File: src/rtl/sat_accum_pkg.sv
// sat_accum_pkg: shared width helpers and FSM state type for the saturating accumulator.
package sat_accum_pkg;
  typedef enum logic {IDLE, ACCUM} state_t;
  function automatic int clog2(input int n);
    int r = 0;
    for (int i = 0; i < 31; i++) if ((1 << i) < n) r = i + 1;
    return r;
  endfunction
  function automatic int acc_w(input int in_w, input int acc_len);
    return in_w + clog2(acc_len) + 1;
  endfunction
  // Beat counter needs at least one bit even when a group is a single beat.
  function automatic int cnt_w(input int acc_len);
    return clog2(acc_len) > 0 ? clog2(acc_len) : 1;
  endfunction
endpackage

File: src/rtl/sat_clip.sv
// sat_clip: clips a wide signed sum to OUT_W bits with a saturation flag; SAT_ACCUM_RELU_EN zeroes negatives.
module sat_clip #(
  parameter int ACC_W = 37,
  parameter int OUT_W = 8
) (
  input  logic signed [ACC_W-1:0] sum,
  output logic        [OUT_W-1:0] res,
  output logic                    sat
);
  localparam logic signed [ACC_W-1:0] HI = {{(ACC_W-OUT_W+1){1'b0}}, {(OUT_W-1){1'b1}}};
  logic pos;
  assign pos = sum > HI;
`ifdef SAT_ACCUM_RELU_EN
  always_comb begin
    res = sum[ACC_W-1] ? '0 : pos ? HI[OUT_W-1:0] : sum[OUT_W-1:0];
    sat = pos;
  end
`else
  localparam logic signed [ACC_W-1:0] LO = ~HI;
  logic neg;
  assign neg = sum < LO;
  always_comb begin
    res = pos ? HI[OUT_W-1:0] : neg ? LO[OUT_W-1:0] : sum[OUT_W-1:0];
    sat = pos || neg;
  end
`endif
endmodule

File: src/rtl/sat_accum.sv
// sat_accum: multi-channel grouped saturating accumulator with valid/ready on both sides.
// Optional SAT_ACCUM_RELU_EN macro selects ReLU clipping in sat_clip.
module sat_accum
  import sat_accum_pkg::*;
#(
  parameter int IN_W    = 32,
  parameter int OUT_W   = 8,
  parameter int CH      = 4,
  parameter int ACC_LEN = 9
) (
  input  logic                clk,
  input  logic                rst_n,
  input  logic                clr,
  input  logic                in_valid,
  output logic                in_ready,
  input  logic [CH*IN_W-1:0]  in_data,
  output logic                out_valid,
  input  logic                out_ready,
  output logic [CH*OUT_W-1:0] out_data,
  output logic [CH-1:0]       out_sat
);
  localparam int AW = acc_w(IN_W, ACC_LEN);
  localparam int CW = cnt_w(ACC_LEN);
  state_t state, state_d;
  logic [CW-1:0] cnt;
  logic fire, close;
  logic [CH*OUT_W-1:0] clip_d;
  logic [CH-1:0] sat_d;
  assign in_ready = !(out_valid && !out_ready);
  // A beat offered alongside clr is dropped, never counted.
  assign fire  = in_valid && in_ready && !clr;
  assign close = fire && cnt == CW'(ACC_LEN - 1);
  always_comb state_d = clr ? IDLE : fire ? (close ? IDLE : ACCUM) : state;
  always_ff @(posedge clk or negedge rst_n) begin
    if (!rst_n) begin
      state <= IDLE;
      cnt   <= '0;
    end else begin
      state <= state_d;
      cnt   <= (clr || close) ? '0 : fire ? cnt + 1'b1 : cnt;
    end
  end
  for (genvar c = 0; c < CH; c++) begin : g_ch
    logic signed [AW-1:0] acc, sum;
    assign sum = acc + {{(AW-IN_W){in_data[c*IN_W+IN_W-1]}}, in_data[c*IN_W +: IN_W]};
    always_ff @(posedge clk or negedge rst_n) begin
      if (!rst_n) acc <= '0;
      else if (clr || close) acc <= '0;
      else if (fire) acc <= sum;
    end
    sat_clip #(.ACC_W(AW), .OUT_W(OUT_W)) u_clip (
      .sum(sum),
      .res(clip_d[c*OUT_W +: OUT_W]),
      .sat(sat_d[c])
    );
  end
  always_ff @(posedge clk or negedge rst_n) begin
    if (!rst_n) begin
      out_valid <= 1'b0;
      out_data  <= '0;
      out_sat   <= '0;
    end else if (close) begin
      out_valid <= 1'b1;
      out_data  <= clip_d;
      out_sat   <= sat_d;
    end else if (out_ready) begin
      out_valid <= 1'b0;
    end
  end
endmodule

File: config.mk
export PLATFORM = sky130hd
export DESIGN_NAME = sat_accum
export DESIGN_NICKNAME = d
export VERILOG_FILES = /design/src/rtl/sat_accum_pkg.sv /design/src/rtl/sat_clip.sv /design/src/rtl/sat_accum.sv
export SDC_FILE = /design/constraint.sdc
export NUM_CORES = 1
export LEC_CHECK = 0
export CORE_AREA = 8 8 189 191
export DETAILED_ROUTE_END_ITERATION = 12
export DIE_AREA = 0 0 197 199
export GPL_ROUTABILITY_DRIVEN = 1
export GPL_TIMING_DRIVEN = 0
export PLACE_DENSITY = 0.74
export SKIP_CTS_REPAIR_TIMING = 1
export SYNTH_ARGS = -nofsm -noshare
export SYNTH_HDL_FRONTEND = slang
export SYNTH_SLANG_ARGS = --single-unit
File: constraint.sdc
create_clock -name clk -period 3.56 [get_ports clk]
set_input_delay 0.356 -clock clk [delete_from_list [all_inputs] [get_ports clk]]
set_output_delay 0.356 -clock clk [all_outputs]
set_load 0.03 [all_outputs]
==> impl_metrics.py, run 1 <==
metrics = {
    "outcome": {
        "status": "finished with violations",
        "violations": "negative setup slack",
    },
    "sta": {
        "finalCritPeriodShare_pct": 113,
        "rsz0062_at_grt": "yes",
        "worst_slew_pin_slew_ns": 1.46,
        "max_freq_mhz": 249,
        "skew_ns": 0.0105,
        "period_needed_ns": 4.02,
        "slew_headroom_pct": 2.76,
        "hold_viol_final": 0,
        "slew_violations": 0,
        "tns_ns": -6.64,
        "setup_violations": 25,
        "whs_ns": 0.331,
        "finalWorstSetupSlack_ns": -0.462,
    },
    "worst_setup_path": {
        "end_kind": "flip-flop",
        "critical_path_required_ns": 3.94,
        "startpoint_type": "flip-flop",
        "cp.arrival_ns": 4.40,
        "rr_worst_depth": 15,
        "crit_fanout": 6,
        "worst-setup-path-type": "flip-flop to flip-flop",
    },
    "die": {
        "dieHeight_um": 199,
        "die_area_um2": 39200,
        "initial_utilization_pct": 49.2,
        "die_w_um": 197,
        "core_um2": 32900,
        "core.rowCount": 67,
        "num_io_pins": 171,
    },
    "global_routing": {
        "antenna_found_initial": 0,
        "track_usage_pct": 26.8,
        "grt_pass1_vias": 15400,
        "overflow": 0,
        "grt_max_degree": 98,
        "grt_pass1_wl_mm": 83.5,
    },
    "power_and_ir_drop": {
        "clock_power_share_pct": 20.1,
        "p_leak_nw": 8.94,
        "power_frac_comb_pct": 52.9,
        "p_seq_share_pct": 27.0,
        "switching_power_mw": 4.24,
        "ir_drop_mv": 0.380,
        "internal_power_mw": 5.42,
        "swShare_pct": 43.9,
        "p_per_area_nw_per_um2": 474,
    },
    "synth": {
        "synthCells": 1892,
        "synthArstFlopShare_pct": 100,
        "synth_fp_nets": 2175,
        "yosysSeqAreaShare_pct": 29.3,
        "synth_area_um2": 16200,
        "postSynthAreaPerCell_um2": 8.54,
        "synth_cell_type_count": 92,
        "synth-seq-cells": 189,
        "yosys_warnings": 0,
        "ys.flop_type": "dfrtp_1",
        "synth_edf_count": 0,
    },
    "clock_tree": {
        "cts_buffers": 17,
        "clkTransAtPathRegs_ns": 0.08,
        "cts_root_buffer": "clkbuf_16",
        "tritoncts": "built",
        "clk_path_buf_depth": 2,
        "clock_sinks": 189,
        "clkLatencyLatePin_ns": 0.46,
        "cts_htree_levels": 4,
    },
    "drt": {
        "viasPerCell": 6.29,
        "route.final.wire_length_mm": 55.6,
        "postRouteAntennaNets": 0,
        "drtIter0Drc": 1226,
        "wl_met1_mm": 24.8,
        "drc": 0,
        "drt_pass1_iterations": 9,
        "wl_met2_mm": 25.6,
        "wl_per_cell_um": 21.6,
        "highest_layer": "met4",
        "wl_met3_mm": 3.70,
        "vias": 16200,
    },
    "layout": {
        "fin_util_pct": 62.0,
        "nNetsFinal": 2395,
        "drive_gt1_share_pct": 12.9,
        "area_delta_synth_final_pct": 26.0,
        "diodes": 0,
    },
    "placement": {
        "port_buffers": 169,
        "routabilityCongestion": 0.994,
        "dpl.hpwl_mm": 41.7,
    },
    "flow_run": {
        "maxCapViolCount": 0,
    },
    "min_path": {
        "whs_path_depth": 3,
        "hp-class": "input pin to flip-flop",
    },
}
[routing by layer]
metal / track usage, % / vias up
met5: 0 / -
met4: 8.58 / 0
met3: 5.30 / 106
met2: 42.5 / 602
met1: 36.3 / 7853
li1: - / 7622
[Yosys cell counts (5+ instances only)]
master     number  area share (%)
a31oi_1        31             1.2
nor3b_1         5            0.23
nor2b_1        19            0.74
and4_1         17            0.92
buf_2           7            0.22
o21ai_1         6            0.19
a22o_1        101             5.5
nand3b_1        5            0.23
o21a_1         26             1.2
dfrtp_1       189              29
a21oi_1       143             4.4
nor2_1        127             2.9
o221ai_1        9            0.49
o211a_1         8            0.50
or4_1          15            0.70
o211ai_1       22             1.0
or3_1          15            0.58
a211oi_2        6            0.46
ha_1          146              11
or2_2           6            0.23
inv_1          37            0.86
nor4_1         20            0.77
nand2b_1       21            0.81
o21bai_1       19            0.88
xnor2_1        79             4.3
o22ai_1        29             1.1
and3_1         22            0.85
xor2_1         50             2.7
o31ai_1         6            0.28
a21o_1         56             2.6
clkbuf_1       78             1.8
nand3_1        44             1.4
and2_1         15            0.58
o21ai_0       139             4.3
nand4_1        41             1.6
nor3_1         26            0.80
nand2_1       172             4.0
o2111ai_1       5            0.27
a211o_1         7            0.38
a211oi_1       25             1.2
[cell usage in the layout (no fill, tap or decap), types with 25 or more instances in the layout]
master           synthesis  final
dfrtp_1                189    189
nand2_1                172    172
clkdlybuf4s50_1          0    162
ha_1                   146    135
o21ai_0                139    131
a21oi_1                143    127
nor2_1                 127    124
a22o_1                 101    101
xnor2_1                 79     69
clkbuf_1                78     64
a21o_1                  56     54
xor2_1                  50     43
nand4_1                 41     41
nand3_1                 44     41
buf_4                    0     41
inv_1                   37     34
a31oi_1                 31     26
o21a_1                  26     25
[stage by stage]
step	total power, mW	area [um2]	setup WS (ns)	std cells
2_1_floorplan	5.76	16200	0.00208	1892
3_3_place_gp	6.92	18400	-6.26	2509
3_5_place_dp	6.98	18500	-1.52	2510
4_1_cts	8.95	19000	-1.03	2541
5_1_grt	10.2	20400	-0.573	2572
6_report	9.66	20400	-0.462	2572
[power by group through the flow]
stage               clock network (mW)  logic [mW]  registers (mW)
floorplan                            0        3.16            2.60
global placement                     0        4.29            2.63
detailed placement                   0        4.34            2.64
CTS                               1.97        4.38            2.60
global route                      2.05        5.53            2.64
finish                            1.94        5.11            2.61
[kinds of logic (layout without fill, tap and decap cells)]
kind of cell | count (synthesis) | in the layout | share of synthesized area, %
AOI/OAI and AO/OA | 696 | 696 | 29.6
xor gates and xnor gates | 129 | 129 | 6.99
adders and majority gates | 150 | 150 | 11.8
buffers and inverters | 125 | 357 | 3.01
DFF | 189 | 189 | 29.3
muxes | 6 | 6 | 0.410
and+or+nand+nor | 597 | 597 | 18.9
[critical path: stages (launching register included)]
cell and delay [ns]:
dfrtp_1 0.37, ha_2 0.19, inv_2 0.04, fa_2 0.39
nand2b_4 0.16, a211oi_4 0.30, o211ai_1 0.27, a2111oi_4 0.53
o21a_1 0.24, or4_1 0.13, nand4_1 0.16, or3_4 0.40
o41ai_4 0.30, buf_6 0.18, nor2_4 0.06, nor3b_2 0.20
[path summary, 6_finish.rpt]
kind                       slack [ns]                       start                     endpoint
setup / recovery                -0.46  g_ch[3].acc[0]$_DFFE_PN0P_     out_data[27]$_DFFE_PN0P_
hold / removal                   0.33                 in_data[96]   g_ch[3].acc[0]$_DFFE_PN0P_
setup reg to reg                -0.46  g_ch[3].acc[0]$_DFFE_PN0P_     out_data[27]$_DFFE_PN0P_
hold reg to reg                  0.48    out_data[23]$_DFFE_PN0P_     out_data[23]$_DFFE_PN0P_
max in group asynchronous        2.06                       rst_n   g_ch[0].acc[8]$_DFFE_PN0P_
min in group asynchronous        0.52                       rst_n  g_ch[3].acc[22]$_DFFE_PN0P_
[area by class of cell]
class | instances | area (um2)
inverters | 37 | 139
plain buffers | 73 | 302
repair buffers | 216 | 2100
multi-input cells | 1578 | 12000
clock inverters | 13 | 129
well taps | 448 | 561
fillers | 2879 | 12500
clock buffers | 18 | 429
flip-flops and latches | 189 | 4730
[flip-flops by register name (all words and copies together), names as in the netlist]
signal,count
cnt,4
out_data,32
out_sat,4
out_valid,1
g_ch.acc,148
Power figures use the tool's default switching activity.
==> run 2: changes to the inputs <==
Settings changed: CAP_MARGIN from default to 25, RECOVER_POWER from default to 25.
==> run 2 against run 1 <==
Against the previous run: the flow finishes with violations (max-capacitance violations, max-slew violations, negative setup slack); global-route usage down 0.075 points; first-iteration DRC count decreased by 2.9%; die area unchanged; count of clock-buffer cells in the layout is 1 higher; register-to-register slack improved by 0.14 ns; critical endpoint is now out_data[24]$_DFFE_PN0P_; largest power group unchanged.
==> impl_metrics.py, run 2 (synthesis gave the netlist of run 1 again) <==
metrics = {
    "outcome": {
        "status": "finished with violations",
        "violations": "max-capacitance violations, max-slew violations, negative setup slack",
    },
    "worst_setup_path": {
        "cp.arrival_ns": 4.29,
        "rr_startpoint": "g_ch[3].acc[0]$_DFFE_PN0P_",
        "end_kind": "flip-flop",
        "startpoint_type": "flip-flop",
        "critical_path_required_ns": 3.97,
        "worst-setup-path-type": "flip-flop to flip-flop",
        "crit_start": "g_ch[3].acc[0]$_DFFE_PN0P_",
        "crit_fanout": 5,
    },
    "clock_tree": {
        "cts_root_buffer": "clkbuf_16",
        "clkTransAtPathRegs_ns": 0.08,
        "cts_buffers": 17,
        "cts_htree_levels": 4,
        "clkLatencyLatePin_ns": 0.47,
        "tritoncts": "built",
        "clock_sinks": 189,
        "clk_path_buf_depth": 2,
    },
    "layout": {
        "reg.largest.list": "g_ch.acc x148, out_data x32",
        "area_delta_synth_final_pct": 26.1,
        "fin_cells": 2572,
        "fin_util_pct": 62.0,
        "layout_common_cells": "dfrtp_1, nand2_1, clkdlybuf4s50_1",
        "largest_register": "g_ch.acc",
        "layout_commonest_cell": "dfrtp_1",
        "diodes": 0,
        "nNetsFinal": 2394,
        "drive_gt1_share_pct": 13.6,
        "largest_reg_flops": 148,
    },
    "sta": {
        "finalWorstSetupSlack_ns": -0.324,
        "skew_ns": 0.0143,
        "slew_headroom_pct": -66.0,
        "period_needed_ns": 3.88,
        "slew_violations": 94,
        "setup_violations": 31,
        "max_freq_mhz": 257,
        "tns_ns": -6.41,
        "rsz0062_at_grt": "yes",
        "hold_viol_final": 0,
        "finalCritPeriodShare_pct": 109,
        "worst_slew_pin_slew_ns": 2.49,
    },
    "placement": {
        "routabilityCongestion": 0.994,
        "port_buffers": 169,
        "dpl.hpwl_mm": 41.8,
        "placed_cells": 2511,
    },
    "global_routing": {
        "overflow": 0,
        "grt_pass1_wl_mm": 83.2,
        "antenna_found_initial": 1,
        "grt_pass1_vias": 15300,
        "grt_max_degree": 98,
        "track_usage_pct": 26.7,
    },
    "drt": {
        "viasPerCell": 6.35,
        "wl_per_cell_um": 21.7,
        "drtIter0Drc": 1191,
        "route.final.wire_length_mm": 55.7,
        "postRouteAntennaNets": 0,
        "drt_pass1_iterations": 5,
        "drc": 0,
        "vias": 16300,
    },
    "min_path": {
        "hp-class": "input pin to flip-flop",
        "hp-start": "in_data[96]",
    },
    "power_and_ir_drop": {
        "internal_power_mw": 5.43,
        "switching_power_mw": 4.26,
        "power_mw": 9.69,
        "p_per_area_nw_per_um2": 475,
        "ir_drop_mv": 0.403,
        "p_seq_share_pct": 26.9,
        "swShare_pct": 44.0,
        "clock_power_share_pct": 20.4,
        "p_leak_nw": 8.92,
        "power_frac_comb_pct": 52.6,
    },
    "flow_run": {
        "maxCapViolCount": 1,
    },
    "die": {
        "die_w_um": 197,
        "dieHeight_um": 199,
        "die_area_um2": 39200,
        "initial_utilization_pct": 49.2,
        "core_um2": 32900,
        "core.rowCount": 67,
        "num_io_pins": 171,
    },
}
run 2: cell types whose count changed in the layout (fill, tap and decap cells not counted), sizes merged:
| cell | before | now |
|---|---|---|
| clkinv | 6 | 2 |
| clkinvlp | 0 | 3 |
| buf | 54 | 55 |
| clkbuf | 84 | 83 |
| clkdlybuf4s50 | 162 | 161 |
| dlymetal6s2s | 6 | 7 |
| inv | 44 | 45 |
run 2: power groups by stage:
| stage | logic (mW) | clock network (mW) | registers [mW] |
|---|---|---|---|
| CTS | 4.38 | 2.00 | 2.60 |
| floorplan | 3.16 | 0 | 2.60 |
| detailed placement | 4.34 | 0 | 2.64 |
| global route | 5.53 | 2.08 | 2.64 |
| finish | 5.10 | 1.98 | 2.61 |
| global placement | 4.29 | 0 | 2.63 |
run 2: critical path, stage by stage, from the launching register on:
cell      delay (ns)
dfrtp_1         0.40
ha_2            0.20
buf_4           0.14
a211o_4         0.35
a211oi_4        0.36
o22ai_4         0.16
nand2_4         0.11
nand3b_4        0.09
mux2_4          0.32
or4_1           0.53
or3_4           0.43
o41ai_4         0.30
buf_6           0.18
and3_1          0.16
a211o_1         0.09
run 2: layout make-up:
type | count | area (um2)
buffer | 70 | 282
clock buffer | 19 | 443
clock inverter | 13 | 123
fill | 2900 | 12500
inverter | 37 | 139
multi-input combinational | 1578 | 12000
sequential | 189 | 4730
tap | 448 | 561
timing repair buffer | 218 | 2090
run 2: routing by layer:
metal,vias up,global-route usage (%),wire length [um]
li1,7615,-,-
met1,7923,36.7,24500
met2,683,42.3,25700
met3,98,5.11,4090
met4,2,7.69,1410
met5,-,0,12
run 2: per-stage QoR:
| step | worst slack, ns | area (um2) | hold WS, ns |
|---|---|---|---|
| final | -0.324 | 20400 | 0.335 |
| after global routing | -0.508 | 20400 | 0.356 |
| after CTS | -1.02 | 19000 | -0.0481 |
| after detailed placement | -1.52 | 18500 | 0.449 |
| after global placement | -6.26 | 18400 | 0.465 |
| after floorplan | 0.00208 | 16200 | 0.0604 |
run 2: worst paths after layout:
path | to | slack (ns) | depth (start not counted)
worst max-delay path | out_data[24]$_DFFE_PN0P_ | -0.32 | 14
worst min-delay path | g_ch[3].acc[0]$_DFFE_PN0P_ | 0.33 | 3
worst max register to register | out_data[24]$_DFFE_PN0P_ | -0.32 | 14
worst min register to register | g_ch[3].acc[26]$_DFFE_PN0P_ | 0.49 | 2
max in group asynchronous | g_ch[0].acc[8]$_DFFE_PN0P_ | 0.43 | 3
min in group asynchronous | g_ch[3].acc[21]$_DFFE_PN0P_ | 1.18 | 2
